===== config.mk =====
export PLATFORM = sky130hd
export DESIGN_NAME = karatsuba_dec_seq_ctrl
export DESIGN_NICKNAME = d
export VERILOG_FILES = /design/src/rtl/karatsuba_dec_seq_ctrl.sv
export SDC_FILE = /design/constraint.sdc
export NUM_CORES = 2
export LEC_CHECK = 0
export ABC_AREA = 1
export CAP_MARGIN = 20
export CORE_MARGIN = 2
export CORE_UTILIZATION = 55
export CTS_CLUSTER_DIAMETER = 60
export CTS_CLUSTER_SIZE = 12
export DETAILED_ROUTE_END_ITERATION = 8
export PLACE_DENSITY = 0.72
export SYNTH_ARGS = -nofsm -noshare
export SYNTH_HDL_FRONTEND = slang
export SYNTH_SLANG_ARGS = --single-unit
export TNS_END_PERCENT = 1

===== constraint.sdc =====
create_clock -name clk -period 12.29 [get_ports clk]
set_input_delay 1.8435 -clock clk [delete_from_list [all_inputs] [get_ports clk]]
set_output_delay 1.8435 -clock clk [all_outputs]
set_load 0.05 [all_outputs]

===== src/rtl/karatsuba_dec_seq_ctrl.sv =====
// ---------------------------------------------------------------------------
// karatsuba_dec_seq_ctrl
//
// Sequential Karatsuba controller for an 8-digit x 8-digit decimal multiply.
// Operands arrive as four base-BASE halves. One external combinational
// signed multiplier is time-shared across three partial products:
//    p1 = a_hi*b_hi, p2 = a_lo*b_lo, p3 = (a_hi+a_lo)*(b_hi+b_lo)
// which are then recombined as
//    result = p1*BASE^2 + (p3-p1-p2)*BASE + p2   (modulo 2^64).
//
// Ports:
//    clk, rst_n          clock, asynchronous active-low reset
//    in_valid/in_ready   operand handshake (in_ready only high in IDLE)
//    a_hi,a_lo,b_hi,b_lo operand halves, unsigned, expected < BASE
//    out_valid/out_ready result handshake
//    result              64-bit product, held stable while out_valid
//    out_err             some captured half was >= BASE (qualified by out_valid)
//    mul_x, mul_y        operands driven to the shared multiplier
//    mul_p               product returned combinationally by the multiplier
//    busy                high whenever not IDLE
//    op_count            count of completed output handshakes (wraps)
// ---------------------------------------------------------------------------
module karatsuba_dec_seq_ctrl #(
   parameter int WIDTH = 16,
   parameter int BASE  = 10000
) (
   input  logic                 clk,
   input  logic                 rst_n,
   input  logic                 in_valid,
   output logic                 in_ready,
   input  logic [WIDTH-1:0]     a_hi,
   input  logic [WIDTH-1:0]     a_lo,
   input  logic [WIDTH-1:0]     b_hi,
   input  logic [WIDTH-1:0]     b_lo,
   output logic                 out_valid,
   input  logic                 out_ready,
   output logic [63:0]          result,
   output logic                 out_err,
   output logic [WIDTH-1:0]     mul_x,
   output logic [WIDTH-1:0]     mul_y,
   input  logic [2*WIDTH-1:0]   mul_p,
   output logic                 busy,
   output logic [15:0]          op_count
);

   typedef enum logic [2:0] {
      IDLE,
      MUL_HI,
      MUL_LO,
      MUL_MID,
      COMBINE,
      DONE
   } state_t;

   localparam logic [WIDTH-1:0] BASE_W  = WIDTH'(BASE);
   localparam logic [63:0]      BASE_64 = 64'(BASE);

   state_t               r_state;
   state_t               w_nextState;

   logic [WIDTH-1:0]     r_aHi;
   logic [WIDTH-1:0]     r_aLo;
   logic [WIDTH-1:0]     r_bHi;
   logic [WIDTH-1:0]     r_bLo;
   logic                 r_err;
   logic [2*WIDTH-1:0]   r_p1;
   logic [2*WIDTH-1:0]   r_p2;
   logic [2*WIDTH-1:0]   r_p3;
   logic [63:0]          r_result;
   logic                 r_outErr;
   logic [15:0]          r_opCount;

   logic [WIDTH-1:0]     w_sumA;
   logic [WIDTH-1:0]     w_sumB;
   logic                 w_inErr;
   logic [63:0]          w_p1Ext;
   logic [63:0]          w_p2Ext;
   logic [63:0]          w_p3Ext;
   logic [63:0]          w_combined;

   // Middle-term operand sums are deliberately truncated to the multiplier
   // width; with decimal halves they stay below 2*BASE, which fits as a
   // positive value in the signed multiplier at the default sizes.
   assign w_sumA = WIDTH'(r_aHi + r_aLo);
   assign w_sumB = WIDTH'(r_bHi + r_bLo);

   // Any out-of-range half flags the whole operation; the arithmetic still
   // runs on the raw values.
   assign w_inErr = (a_hi >= BASE_W) | (a_lo >= BASE_W) |
                    (b_hi >= BASE_W) | (b_lo >= BASE_W);

   // Partial products are treated as unsigned and recombined at 64 bits, so
   // the subtraction in the middle term simply wraps if it ever goes negative.
   assign w_p1Ext    = {{(64-2*WIDTH){1'b0}}, r_p1};
   assign w_p2Ext    = {{(64-2*WIDTH){1'b0}}, r_p2};
   assign w_p3Ext    = {{(64-2*WIDTH){1'b0}}, r_p3};
   assign w_combined = (w_p1Ext * BASE_64 * BASE_64)
                     + ((w_p3Ext - w_p1Ext - w_p2Ext) * BASE_64)
                     + w_p2Ext;

   assign result   = r_result;
   assign out_err  = r_outErr;
   assign op_count = r_opCount;

   // State register; reset drops back to IDLE from anywhere, abandoning any
   // operation in flight.
   always_ff @(posedge clk or negedge rst_n) begin
      if (!rst_n) begin
         r_state <= IDLE;
      end else begin
         r_state <= w_nextState;
      end
   end

   // Next-state and state-decoded outputs. The multiplier operands are
   // driven purely from state so the product on mul_p belongs to the
   // partial product being captured at the end of that same cycle.
   always_comb begin
      w_nextState = r_state;
      in_ready    = 1'b0;
      busy        = 1'b1;
      out_valid   = 1'b0;
      mul_x       = '0;
      mul_y       = '0;
      case (r_state)
         IDLE: begin
            in_ready = 1'b1;
            busy     = 1'b0;
            if (in_valid) begin
               w_nextState = MUL_HI;
            end
         end
         MUL_HI: begin
            mul_x       = r_aHi;
            mul_y       = r_bHi;
            w_nextState = MUL_LO;
         end
         MUL_LO: begin
            mul_x       = r_aLo;
            mul_y       = r_bLo;
            w_nextState = MUL_MID;
         end
         MUL_MID: begin
            mul_x       = w_sumA;
            mul_y       = w_sumB;
            w_nextState = COMBINE;
         end
         COMBINE: begin
            w_nextState = DONE;
         end
         DONE: begin
            out_valid = 1'b1;
            if (out_ready) begin
               w_nextState = IDLE;
            end
         end
         default: begin
            w_nextState = IDLE;
         end
      endcase
   end

   // Datapath: operand capture on acceptance, one partial product per
   // multiply state, recombination in COMBINE, and the handshake counter.
   // result/out_err are only written in COMBINE so they hold through DONE.
   always_ff @(posedge clk or negedge rst_n) begin
      if (!rst_n) begin
         r_aHi     <= '0;
         r_aLo     <= '0;
         r_bHi     <= '0;
         r_bLo     <= '0;
         r_err     <= 1'b0;
         r_p1      <= '0;
         r_p2      <= '0;
         r_p3      <= '0;
         r_result  <= '0;
         r_outErr  <= 1'b0;
         r_opCount <= '0;
      end else begin
         case (r_state)
            IDLE: begin
               if (in_valid) begin
                  r_aHi <= a_hi;
                  r_aLo <= a_lo;
                  r_bHi <= b_hi;
                  r_bLo <= b_lo;
                  r_err <= w_inErr;
               end
            end
            MUL_HI: begin
               r_p1 <= mul_p;
            end
            MUL_LO: begin
               r_p2 <= mul_p;
            end
            MUL_MID: begin
               r_p3 <= mul_p;
            end
            COMBINE: begin
               r_result <= w_combined;
               r_outErr <= r_err;
            end
            DONE: begin
               if (out_ready) begin
                  r_opCount <= r_opCount + 16'd1;
               end
            end
            default: begin
            end
         endcase
      end
   end

endmodule


=== Yosys cells after proc, flatten, opt, wreduce, memory -nomap -nowiden ===
Index checks and enable logic that the tools add are counted.

* Bitwise operators: 3
* Magnitude comparators: 4
* Equality and inequality tests: 7
* Add/subtract/negate cells: 7
* Muxes and demuxes: 8
* Reductions and logical operators: 4
* $mul: 3

{| class="wikitable"
|+ Operators by type and width
! operator !! count
|-
| $pmux 16 s3 || 2
|-
| $add 60x64->64 || 1
|-
| $add 64x32->64 || 1
|-
| $ge 16x14->1 const B || 4
|-
| $mul 64x10->60 const B || 1
|-
| $mul 42x10->52 const B || 1
|-
| $mul 32x10->42 const B || 1
|-
| $sub 33x33->34 || 1
|-
| $sub 32x32->33 || 1
|-
| $add 16x16->16 || 2
|-
| $pmux 3 s6 || 1
|-
| $add 16x1->16 const B || 1
|-
| $eq 3x2->1 const B || 2
|-
| $eq 3x3->1 const B || 2
|-
| $mux 3 || 2
|-
| $reduce_and 2->1 || 3
|-
| $ne 2x2->1 const B || 2
|-
| $eq 3x1->1 const B || 1
|-
| $logic_not 3->1 || 1
|-
| $mux 1 || 3
|-
| $or 1x1->1 || 3
|}

* Flip-flop bits (word level): 245
* Input port bits: 100

=== Depth between registers and ports, before layout ===
* Depth after elaboration: 5
* Gate-level depth with buffers: 64
* Gate-level depth less buffers: 64

=== Worst setup path after synthesis ===
Ideal clock, no wire load.

* Path kind: register -> register
* From: reg r_p1[4]
* To: reg r_result[53], in the netlist result[53]
* Path buffers: 0
* Arrival: 9,831 ps
* Setup slack: 2,341 ps
* Clock period less this slack: 9,949 ps
* Cell stages (with the launch flop): 56
* Path through: dfrtp_1 > inv_1 > fa_1 > inv_1 > ha_1 > inv_1 > fa_1 > inv_1 > ha_1 > inv_1 > fa_1 > inv_1 > ha_1 > nand2_1 > a21oi_1 > nor2_1 > nand2_1 > a21boi_2 > (+20 left out) > nand2_1 > nand3_1 > a21o_1 > nand3_1 > nand3_1 > xor2_1 > ha_1 > ha_1 > inv_1 > o21ai_0 > a31oi_1 > o21ai_0 > a21oi_1 > nand3_1 > a21o_1 > or2_2 > nand3_1 > nand2_1

* Longest elaborated chain between the ends: 5
* Elaborated cells on any way between the ends: 7

{| class="wikitable"
|+ Ends and longest elaborated chain
! what !! RTL line !! source
|-
| start: declaration || 66 || <nowiki>logic [2*WIDTH-1:0] r_p1;</nowiki>
|-
| start signal: assignment || 191 || <nowiki>r_p1 <= mul_p;</nowiki>
|-
| $sub 32x32->33 || 98 || <nowiki>+ ((w_p3Ext - w_p1Ext - w_p2Ext) * BASE_64)</nowiki>
|-
| $sub 33x33->34 || 98 ||
|-
| $mul 64x10->60 || 98 ||
|-
| $add 60x64->64 (*) || 98 ||
|-
| $add 64x32->64 (*) || 99 || <nowiki>+ w_p2Ext;</nowiki>
|-
| end signal: assignment || 200 || <nowiki>r_result <= w_combined;</nowiki>
|-
| end: declaration || 69 || <nowiki>logic [63:0] r_result;</nowiki>
|}

Mark *: on every way between the ends. The rest lies on a longest branch, timed or not.
A chain may end at the register's enable or synchronous reset.

=== Final worst setup path ===
* From: reg r_p1[8]
* To: reg r_result[53], in the netlist result[53]

Same word-level chain as after synthesis.

==> run metrics <==
wire length per cell 18.17 um; # DRC 0; Yosys top cell by area ha_1; Die Wd ~270 um; die area about 72000 um^2; Final Critical Period 11.51 ns; r2r setup slk around 0.8 ns; Worst Max-Slew Pin Slew 1.005 ns; Crit Path Category register to register; critical path peak fanout 5; DRT Pass-1 Iters 5; clock sinks between 200 and 250; num rows 97; commonest non-fill, non-tap cells in the layout 1172 x inv_1, 1040 x nand2_1, 568 x ha_1; MaxCap Viol Count 0; status finished clean; HP Class register to register; CTS clk-pin slew, worst paths 0.07 ns; post-route cell area 42890 um^2; Area Growth Syn to Fin 11.08%; Avg Cell Area, Syn 7.428 um^2; CP startpoint r_p1[8]; first-pass GRT wire length between 150000 and 200000 um; CTS tree done; CP max stage cell fa_1; gpl congestion 1.022; TNS Setup 0 ns; CP most frequent cell inv_1; Core Region ~70000 um^2; Critical Path Max Stage Delay approximately 0.57 ns; Placement Cell Area approximately 42000 um^2; Root Buffer clkbuf_16; async set-reset flop share out of synthesis 1.000; drt initial violations roughly 2100; GR Overflow Total 0; startpoint type of the worst setup path register; H-tree depth 1; vias in the first global route ~35000; yosys warns 0; syn nets 6179; clk buf depth 3; commonest non-fill, non-tap cell in the layout inv_1; I/O pins approximately 220; post-synth design cell area a little under 40000 um^2; gr usage total 0.3256; RSZ-0062 raised after global routing false; FMAX 0.08687 GHz; top cell type's share of synthesized area 0.1841; reg2reg end result[53]; Worst Setup End Kind register; CP required 12.78 ns; Nets approximately 6400; sequential share of the synthesized area 0.1588; Worst Hold Path Cells 2; HPWL Detailed roughly 100000 um; post-route ant nets 0; final worst-path cycle share 0.9367; WP data arrival about 12 ns; Total Wirelength between 100000 and 150000 um; Starting Density 0.5533; Critical Path Sink result[53]; Synth Flop Type dfrtp_1; # port buffers 215; share of post-route cells with drive strength above 1 0.03851; Worst R2R Path Depth 49; worst r2r src r_p1[8]; largest net degree at the start of global routing between 90 and 100; relative slew slack 0.3250; count of final hold-check violations 0; clk_lat worst skew slightly above 0.6 ns; Syn Inst Count slightly above 5000; Seq cells post-synth ~250; die height about 270 um; largest cells by area after synthesis ha_1 18%, fa_1 16%, dfrtp_1 16%; detailed-route via count between 30000 and 40000; clock skew 0.02509 ns; total CTS buffers 30; Finish-stage setup viols 0; vias per cell 5.371; initial antenna violation count 2; Final Slew Violations 0; Yosys cell types 65; EDFF count, synth 0
what timing repair did:
action / in CTS / in global routing
hold endpoints to repair: 0 / 0
gates resized for setup: 0 / 4
setup buffers: 0 / 1
setup endpoints to repair: 0 / 2
hold buffers: 0 / 0
critical path: cells and delay by family, from the launching register on:
kind	cells	cell delay (ns)
XOR/XNOR	1	0.25
AO/OA/AOI/OAI	7	1.38
flip-flops	1	0.47
adder cells (fa/ha/maj)	14	5.68
AND/OR/NAND/NOR	18	2.89
buffers and inverters	9	0.76
area by class of cell:
class	instances	area [um^2]
Multi-Input combinational cell	3712	27850
Fill cell	6514	26890
Sequential cell	245	6131
Inverter	1188	4463
Timing Repair Buffer	236	2315
Tap cell	940	1176
Clock buffer	33	783.3
Clock inverter	13	173.9
Antenna cell	1	2.502
synthesized netlist by cell type (all sizes together) (2+ instances only):
master and n:
inv 1187, nand2 1055, ha 568, nor2 339
a21oi 334, fa 313, o21ai 312, dfrtp 245
nand3 173, xor2 142, xnor2 81, a21o 50
clkbuf 48, nor3 47, a31oi 43, nand4 41
mux2 35, o21bai 34, or2 32, o211ai 18
o21a 18, a21boi 14, nor4 9, o221ai 7
a31o 6, nand3b 6, and2 5, buf 5
nor3b 5, a221o 4, and3 4, o2111ai 4
a211oi 3, a221oi 3, a22oi 2, o211a 2
state kept, by name (all words and copies together) (netlist names), 16 cells and up:
name,cells
r_aLo,16
r_bHi,16
result,64
r_aHi,16
op_count,16
r_p3,32
r_bLo,16
r_p1,32
r_p2,32
metrics by stage:
step | hold slack [ns] | cells | worst slack (ns) | util
floorplan | 0.4459 | 5198 | 2.341 | -
global placement | 0.4577 | 6320 | 0.8920 | 0.6005
detailed placement | 0.4635 | 6320 | 0.8411 | 0.6005
CTS | 0.4769 | 6366 | 0.7902 | 0.6142
global route | 0.4957 | 6367 | 0.03050 | 0.6146
finish | 0.4721 | 6368 | 0.7784 | 0.6146
cell families (layout without fill, tap and decap cells):
logic type      Yosys count  in the layout  share of synthesized area
flops                   245            245                     0.1588
simple gates           1716           1716                     0.1852
buf+inv                1241           1470                     0.1211
mux                      35             35                    0.01021
xor+xnor                223            223                    0.05175
other cells               0              1                          0
compound gates          857            857                     0.1267
fa+ha+maj               881            881                     0.3463
per-layer routing:
layer | share of wire | up-vias | global-route usage
met5 | 0 | - | 0
met2 | 0.46 | 1099 | 0.5504
met1 | 0.43 | 16020 | 0.4129
met4 | 0.046 | 0 | 0.1272
li1 | - | 16850 | -
met3 | 0.070 | 241 | 0.05945
worst min-delay path by stage:
| stage | to | from | slack, ns |
|---|---|---|---|
| 3_5_place_dp | result[4] | result[4] | 0.46 |
| 4_1_cts | result[4] | result[4] | 0.48 |
| 5_1_grt | op_count[15] | op_count[15] | 0.50 |
| 6_report | r_p3[14] | r_p3[14] | 0.47 |
| 2_1_floorplan | r_p3[10] | r_p3[10] | 0.45 |
| 3_3_place_gp | r_p3[30] | r_p3[30] | 0.46 |
Power is not shown: default switching activity piles up to over one toggle a cycle in this logic, so the estimate is an artifact.
